File: src/rtl/dac_spi_rx_if.sv
// Receive-side handshake bundle of the DAC serial receiver: frame payload,
// request/acknowledge pair and the two status pulses.
interface dac_spi_rx_if;
  logic [15:0] rx_data;
  logic [7:0]  rx_ctrl;
  logic        rx_rq;
  logic        rx_ack;
  logic        overrun;
  logic        frame_err;

  modport master (output rx_data, rx_ctrl, rx_rq, overrun, frame_err, input rx_ack);
  modport slave  (input rx_data, rx_ctrl, rx_rq, overrun, frame_err, output rx_ack);
endinterface

File: src/rtl/dac_spi_rx.sv
// DAC 3-wire link receiver: oversamples sdata/bclk/nsync on clock_in,
// shifts MSB-first frames on bclk falls and hands completed frames to the
// consumer through rx_rq/rx_ack.
module dac_spi_rx #(
  parameter int FRAME_BITS  = 24,
  parameter int SYNC_STAGES = 2
) (
  input  logic         clock_in,
  input  logic         reset,
  input  logic         sdata,
  input  logic         bclk,
  input  logic         nsync,
  dac_spi_rx_if.master rx
);
  localparam int            CW       = $clog2(FRAME_BITS + 1);
  localparam logic [CW-1:0] LAST_BIT = CW'(FRAME_BITS - 1);

  typedef enum logic [1:0] {S_IDLE, S_SHIFT, S_DONE} state_t;

  logic [1:0]             rst_pipe;
  logic                   rst_n;
  logic [SYNC_STAGES-1:0] bclk_sync, nsync_sync, sdata_sync, warm_pipe;
  logic                   bclk_d, bclk_s, nsync_s, sdata_s, warm, fall;
  logic                   armed;
  state_t                 state, state_n;
  logic [CW-1:0]          cnt, cnt_n;
  logic [FRAME_BITS-1:0]  shift, shift_n;
  logic                   commit_q, commit_n, err_q, err_n;
  logic [15:0]            data_q;
  logic [7:0]             ctrl_q;
  logic                   rq_q, ovr_q;

  // Reset asserts immediately, releases two clocks later to avoid a
  // metastable release against clock_in.
  always_ff @(posedge clock_in or negedge reset)
    if (!reset) rst_pipe <= '0;
    else        rst_pipe <= {rst_pipe[0], 1'b1};

  assign rst_n = rst_pipe[1];

  // Equal-depth synchronizers keep the three lines aligned; warm_pipe marks
  // when the chain holds real line samples rather than its reset pattern.
  always_ff @(posedge clock_in or negedge rst_n)
    if (!rst_n) begin
      bclk_sync  <= '0;
      nsync_sync <= '1;
      sdata_sync <= '0;
      warm_pipe  <= '0;
      bclk_d     <= 1'b0;
    end else begin
      bclk_sync  <= {bclk_sync[SYNC_STAGES-2:0], bclk};
      nsync_sync <= {nsync_sync[SYNC_STAGES-2:0], nsync};
      sdata_sync <= {sdata_sync[SYNC_STAGES-2:0], sdata};
      warm_pipe  <= {warm_pipe[SYNC_STAGES-2:0], 1'b1};
      bclk_d     <= bclk_sync[SYNC_STAGES-1];
    end

  assign bclk_s  = bclk_sync[SYNC_STAGES-1];
  assign nsync_s = nsync_sync[SYNC_STAGES-1];
  assign sdata_s = sdata_sync[SYNC_STAGES-1];
  assign warm    = warm_pipe[SYNC_STAGES-1];
  assign fall    = bclk_d & ~bclk_s;

  // A frame already running at reset release must not be picked up halfway:
  // require a genuine nsync-high sample before the first frame start.
  always_ff @(posedge clock_in or negedge rst_n)
    if (!rst_n)                armed <= 1'b0;
    else if (warm && nsync_s)  armed <= 1'b1;

  // Frame FSM state, bit counter, shift register and event strobes.
  always_ff @(posedge clock_in or negedge rst_n)
    if (!rst_n) begin
      state    <= S_IDLE;
      cnt      <= '0;
      shift    <= '0;
      commit_q <= 1'b0;
      err_q    <= 1'b0;
    end else begin
      state    <= state_n;
      cnt      <= cnt_n;
      shift    <= shift_n;
      commit_q <= commit_n;
      err_q    <= err_n;
    end

  // Next-state: nsync high takes priority over a coincident bclk fall.
  always_comb begin
    state_n  = state;
    cnt_n    = cnt;
    shift_n  = shift;
    commit_n = 1'b0;
    err_n    = 1'b0;
    case (state)
      S_IDLE: begin
        cnt_n = '0;
        if (armed && !nsync_s) state_n = S_SHIFT;
      end
      S_SHIFT: begin
        if (nsync_s) begin
          state_n = S_IDLE;
          err_n   = (cnt != '0);
          cnt_n   = '0;
          shift_n = '0;
        end else if (fall) begin
          shift_n = {shift[FRAME_BITS-2:0], sdata_s};
          cnt_n   = cnt + 1'b1;
          if (cnt == LAST_BIT) begin
            state_n  = S_DONE;
            commit_n = 1'b1;
          end
        end
      end
      S_DONE: begin
        if (nsync_s) begin
          state_n = S_IDLE;
          cnt_n   = '0;
        end
      end
      default: state_n = S_IDLE;
    endcase
  end

  // Output holding register and handshake; a commit beats a same-cycle ack.
  always_ff @(posedge clock_in or negedge rst_n)
    if (!rst_n) begin
      data_q <= '0;
      ctrl_q <= '0;
      rq_q   <= 1'b0;
      ovr_q  <= 1'b0;
    end else begin
      ovr_q <= commit_q & rq_q & ~rx.rx_ack;
      if (commit_q) begin
        data_q <= shift[15:0];
        ctrl_q <= shift[FRAME_BITS-1:16];
        rq_q   <= 1'b1;
      end else if (rx.rx_ack) begin
        rq_q   <= 1'b0;
      end
    end

  assign rx.rx_data   = data_q;
  assign rx.rx_ctrl   = ctrl_q;
  assign rx.rx_rq     = rq_q;
  assign rx.overrun   = ovr_q;
  assign rx.frame_err = err_q;
endmodule

File: src/flat_wrapper.sv
// flat-port wrapper written by rule: the top's interface ports become plain ports
module dac_spi_rx_flat 
#(
  parameter int FRAME_BITS  = 24,
  parameter int SYNC_STAGES = 2
)
  (clock_in, reset, sdata, bclk, nsync, rx_rx_data, rx_rx_ctrl, rx_rx_rq, rx_overrun, rx_frame_err, rx_rx_ack);
  dac_spi_rx_if rx_i ();
  input  logic clock_in;
  input  logic reset;
  input  logic sdata;
  input  logic bclk;
  input  logic nsync;
  output wire logic [$bits(rx_i.rx_data)-1:0] rx_rx_data;
  output wire logic [$bits(rx_i.rx_ctrl)-1:0] rx_rx_ctrl;
  output wire logic [$bits(rx_i.rx_rq)-1:0] rx_rx_rq;
  output wire logic [$bits(rx_i.overrun)-1:0] rx_overrun;
  output wire logic [$bits(rx_i.frame_err)-1:0] rx_frame_err;
  input wire logic [$bits(rx_i.rx_ack)-1:0] rx_rx_ack;
  assign rx_rx_data = rx_i.rx_data;
  assign rx_rx_ctrl = rx_i.rx_ctrl;
  assign rx_rx_rq = rx_i.rx_rq;
  assign rx_overrun = rx_i.overrun;
  assign rx_frame_err = rx_i.frame_err;
  assign rx_i.rx_ack = rx_rx_ack;
  dac_spi_rx #(.FRAME_BITS(FRAME_BITS), .SYNC_STAGES(SYNC_STAGES)) u_core (.clock_in(clock_in), .reset(reset), .sdata(sdata), .bclk(bclk), .nsync(nsync), .rx(rx_i));
endmodule
File: config.mk
export PLATFORM = sky130hd
export DESIGN_NAME = dac_spi_rx_flat
export DESIGN_NICKNAME = d
export VERILOG_FILES = /design/src/rtl/dac_spi_rx_if.sv /design/src/rtl/dac_spi_rx.sv /design/src/flat_wrapper.sv
export SDC_FILE = /design/constraint.sdc
export NUM_CORES = 1
export LEC_CHECK = 0
export BUFFER_PORTS_ARGS = -buffer_cell sky130_fd_sc_hd__buf_2
export CORE_MARGIN = 2
export CORE_UTILIZATION = 52
export CTS_CLUSTER_SIZE = 30
export DETAILED_ROUTE_END_ITERATION = 12
export GPL_TIMING_DRIVEN = 1
export PLACE_DENSITY = 0.73
export SETUP_SLACK_MARGIN = 0.2
export SLEW_MARGIN = 10
export SYNTH_ARGS = -nofsm -noshare
export SYNTH_HDL_FRONTEND = slang
export SYNTH_SLANG_ARGS = --single-unit
export TNS_END_PERCENT = 5
File: constraint.sdc
create_clock -name clock_in -period 7.1 [get_ports clock_in]
set_clock_uncertainty 0.15 [all_clocks]
set_input_delay 1.42 -clock clock_in [delete_from_list [all_inputs] [get_ports clock_in]]
set_output_delay 1.42 -clock clock_in [all_outputs]
set_load 0.02 [all_outputs]
After elaboration in Yosys (flattened, before gate mapping):

Cells that the tools add are included.

* $add $sub $neg: 1
* eq/ne operators: 7
* mux-type cells: 20
* bitwise logic cells: 5
* reduce and logical (&&, ||, !) cells: 11

Operators with widths (count)
* 24-bit 2-to-1 mux: 2
* 5-bit 2-to-1 mux: 3
* 5-bit one-hot mux with 3 select lines: 1
* 2-bit 2-to-1 mux: 5
* 1-bit 2-to-1 mux: 8
* 3-bit by 1-bit != test with 1-bit output, second input constant: 2
* 2-bit one-hot mux with 3 select lines: 1
* 5-bit by 1-bit adder with 5-bit output, second input constant: 1
* 5-bit equality test, second input constant: 1
* 5-bit nonzero test: 1
* 2-bit by 1-bit != test with 1-bit output, second input constant: 2
* 4-bit AND reduction: 1
* 2-bit nonzero test: 2
* 1-bit AND: 3
* 3-bit AND reduction: 1
* 3-bit nonzero test: 1
* 2-bit by 1-bit equality test with 1-bit output, second input constant: 1
* 2-bit equality test, second input constant: 1
* 1-bit logical AND: 2
* 2-bit zero test: 1
* 1-bit NOT: 2
* 2-bit AND reduction: 1
* 1-bit zero test: 1

* register bits: 71
* input bits: 6
* output and inout port bits: 27
* logic and storage cells: 60

Logic depth before layout (Yosys ltp):

* word-level depth: 5
* gate-level depth with buffers: 6
* mapped depth without buffers: 5

Worst setup path after synthesis:

OpenSTA, ideal clock, no wires.

* kind: reg-to-output
* start: register u_core.rq_q, in the netlist u_core.rx.rx_rq
* end: output port rx_rx_rq
* data arrival time: 0.432 ns
* data required time: 5.530 ns
* setup slack: 5.098 ns
* stages on the path, launching flop included: 1
* buffers on the path: 0
* path through: dfrtp_1

RTL lines
* start, declared: RTL line dac_spi_rx.sv:31 `logic rq_q, ovr_q;`
* start signal, assigned: RTL line dac_spi_rx.sv:128 `rq_q <= 1'b0;`
* start signal, assigned: RTL line dac_spi_rx.sv:135 `rq_q <= 1'b1;`
* start signal, assigned: RTL line dac_spi_rx.sv:137 `rq_q <= 1'b0;`
* end, declared: RTL line flat_wrapper.sv:16 `output wire logic [$bits(rx_i.rx_rq)-1:0] rx_rx_rq;`

No word-level cell between the ends.

Worst setup path in the final report:

* start: register u_core.rq_q, in the netlist u_core.rx.rx_rq
* end: output port rx_rx_rq

No word-level cell between the ends.

==> results.md <==
* Outcome: finished clean
* Cells taking the most area after synthesis: dfrtp_1, mux2_2, a22o_1
* Cell depth of the worst flop-to-flop path at 3
* Via count of the first global-routing pass at 1500
* Setup crit start kind: register
* Final Cell Area at 3020 sq um
* DR pass1 iterations at 4
* Setup TNS at 0 ns
* Total global-route track usage at 0.174
* Time the final worst path needs with I/O delays and setup at between 2 and 2.5 ns
* Static leakage power at 1.55 nW
* Area after detailed placement at 2810 sq um
* Syn Std Cell Area at roughly 2600 sq um
* Utilization after layout at 0.631
* Wire length of the first global-routing pass at 7110 um
* Number of distinct library cell variants in the gate-level netlist after synthesis at 33
* Core Area at 4790 sq um
* Power Dens Cells at between 200 and 300 nW/um^2
* Top cells by instance count after synthesis: dfrtp_1, mux2_2, a22o_1
* Number of standard cells after synthesis at about 170
* Final Instance Count excl. Fillers at 282
* Max Slew Vio Count at 0
* Share of the clock period used by the worst path after layout at 0.348
* Signal arrival time at the worst endpoint at 0.90 ns
* Most used flip-flop cell after synthesis: dfrtp_1
* Count of inserted antenna diode cells at 0
* Asr flop ratio synth at 1.00
* Number of gates resized after cts at 0
* Portion of the post-synthesis area used by sequential elements at 0.679
* Per-cell routed wire length at 15.0 um
* Max Fclk at 405 MHz
* Fraction of layout instances using a drive strength above 1 at 0.363
* Worst Max-Slew Pin Slew at ~1 ns
* Hold Crit Class: register to register
* Worst skew pair latency at 0.34 ns
* Synthesis-to-finish area growth at 15.2%
* Number of flip-flops and latches in the synthesized netlist at between 70 and 80
* Remaining number of nets flagged by the antenna check after routing at 0
* Worst setup path category: register to output pin
* Setup violation total in the final timing report at 0
* Worst hold path depth at 0
* Height of the chip at between 70 and 80 um
* Number of enable-type register cells in the synthesized netlist at 0
* Most common cell in the synthesized netlist: dfrtp_1
* Congestion Overflow GR at 0
* Cells after DPL at 266
* Final net count at around 220
* Clock Root Buffer: clkbuf_8
* Fin. Hold Viols at 0
* Post-CTS Setup Inserts at 0
* Clock transition at the registers of the reported paths at approximately 0.07 ns
* Initial antenna violation count at 0
* Std-Cell Rows at 25
* Die span in x at 75.0 um
* Max-cap check violation count at 0
* Level count of the clock H-tree at 3
* Remaining DRCs at 0
* Post-synth top area share at 0.659
* Yosys warns at 0
* Initial DRC count at between 100 and 150
* Worst supply voltage drop on vdd at between 0.00015 and 0.0002 V
* RSZ-0062 raised after global routing: false
* Dpl hpwl at 2730 um
* Crit path capture type: output pin
* Cells along the critical path: buf_2
* Data required time at the worst endpoint at roughly 5.5 ns
* Average footprint of a synthesized cell at 15.1 sq um
* Critical path buffer and inverter count at 1
* Number of top-level pins at 33
* Library cell occupying the most area in the post-synthesis netlist: dfrtp_1
* Worst path depth at 1
* Biggest fanout along the worst timing path at 3
* Category of cells accounting for the largest share of critical-path delay: flip-flops
* Pin count of the biggest net entering global routing at 70
* Cts-stage hold buffer count at 0
* Sum of internal, switching and leakage power at 0.000775 W
* Routability congestion estimate from global placement at 0.841
* Crit path max-delay cell type: dfrtp_1
* Max-slew headroom at the worst pin at 0.316
* Clock tree from TritonCTS: yes
* Number of clock sinks at 71
* Maximum count of clock buffers along a single path at 2
* Initial Utilization at 0.547
* Num CTS Buffers at 9
* Final routed wirelength across all metal layers at 4220 um
* Delay contributed by the slowest stage of the critical path at 0.39 ns
* Total number of vias at 1515
* Full die area at 5620 sq um
* Input/output buffers at 32
* Via density per instance at 5.37
## flip-flops by register name (all words and copies together) (netlist names), 5 cells and up
name / count
u_core.shift: 24
u_core.rx.rx_ctrl: 8
u_core.rx.rx_data: 16
u_core.cnt: 5
## path summary, 6_finish.rpt
kind	slack [ns]	from	end
min in group asynchronous	0.30	u_core.rst_pipe[1]	u_core.rx.rx_data[0]
worst min register to register	0.20	u_core.warm_pipe[0]	u_core.warm_pipe[1]
worst min-delay path	0.20	u_core.warm_pipe[0]	u_core.warm_pipe[1]
worst max register to register	4.99	u_core.state[0]	u_core.cnt[0]
worst max-delay path	4.63	u_core.rx.rx_rq	rx_rx_rq
max in group asynchronous	5.97	u_core.rst_pipe[1]	u_core.shift[22]
## through the flow
step | setup slack [ns] | hold slack [ns]
2_1_floorplan | 4.83 | 0.181
3_3_place_gp | 5.01 | 0.184
3_5_place_dp | 5.00 | 0.187
4_1_cts | 4.62 | 0.212
5_1_grt | 4.60 | 0.218
6_report | 4.63 | 0.204
## routing by layer
layer	vias to the layer above	wire length (um)	global-route usage
met2	45	1940	0.251
li1	697	-	-
met4	0	103	0.111
met1	762	1970	0.240
met3	11	208	0.0402
met5	-	0	0
## power breakdown
part | total (W) | internal, W | leakage (nW) | switching (W)
Clock | 0.000343 | 0.000199 | 0.104 | 0.000145
Combinational | 0.0000194 | 0.00000480 | 0.492 | 0.0000146
Sequential | 0.000412 | 0.000409 | 0.955 | 0.00000293
## placed cells by master (no fill, tap or decap), types with 2 or more instances in the layout
cell type and n:
nand4_1 2, buf_2 32, inv_1 4, a21o_1 2, nor2_1 5, o31ai_1 2, clkbuf_1 2, conb_1 2
o21ai_0 5, a22o_1 24, nand2_1 5, clkbuf_8 9, mux2_2 25, dfstp_2 2, ha_1 2, a31oi_1 2
nor2b_1 2, dfrtp_1 68, bufinv_16 2
## kinds of logic (layout without fill, tap and decap cells)
| logic type | after synthesis | after routing | synth area share |
|---|---|---|---|
| compound gates | 39 | 39 | 0.117 |
| flops | 71 | 71 | 0.679 |
| fa+ha+maj | 2 | 2 | 0.00955 |
| buf+inv | 13 | 53 | 0.0339 |
| other cells | 1 | 2 | 0.00143 |
| mux | 25 | 25 | 0.108 |
| simple gates | 23 | 23 | 0.0516 |
## final cells by class
cell class,count,area [sq um]
clock buffer,11,131
multi-input combinational,91,758
clock inverter,5,81.3
sequential,71,1780
tap,67,83.8
inverter,4,15.0
timing repair buffer,33,168
fill,359,1770
Note: power is estimated with default switching activity, not from simulation.
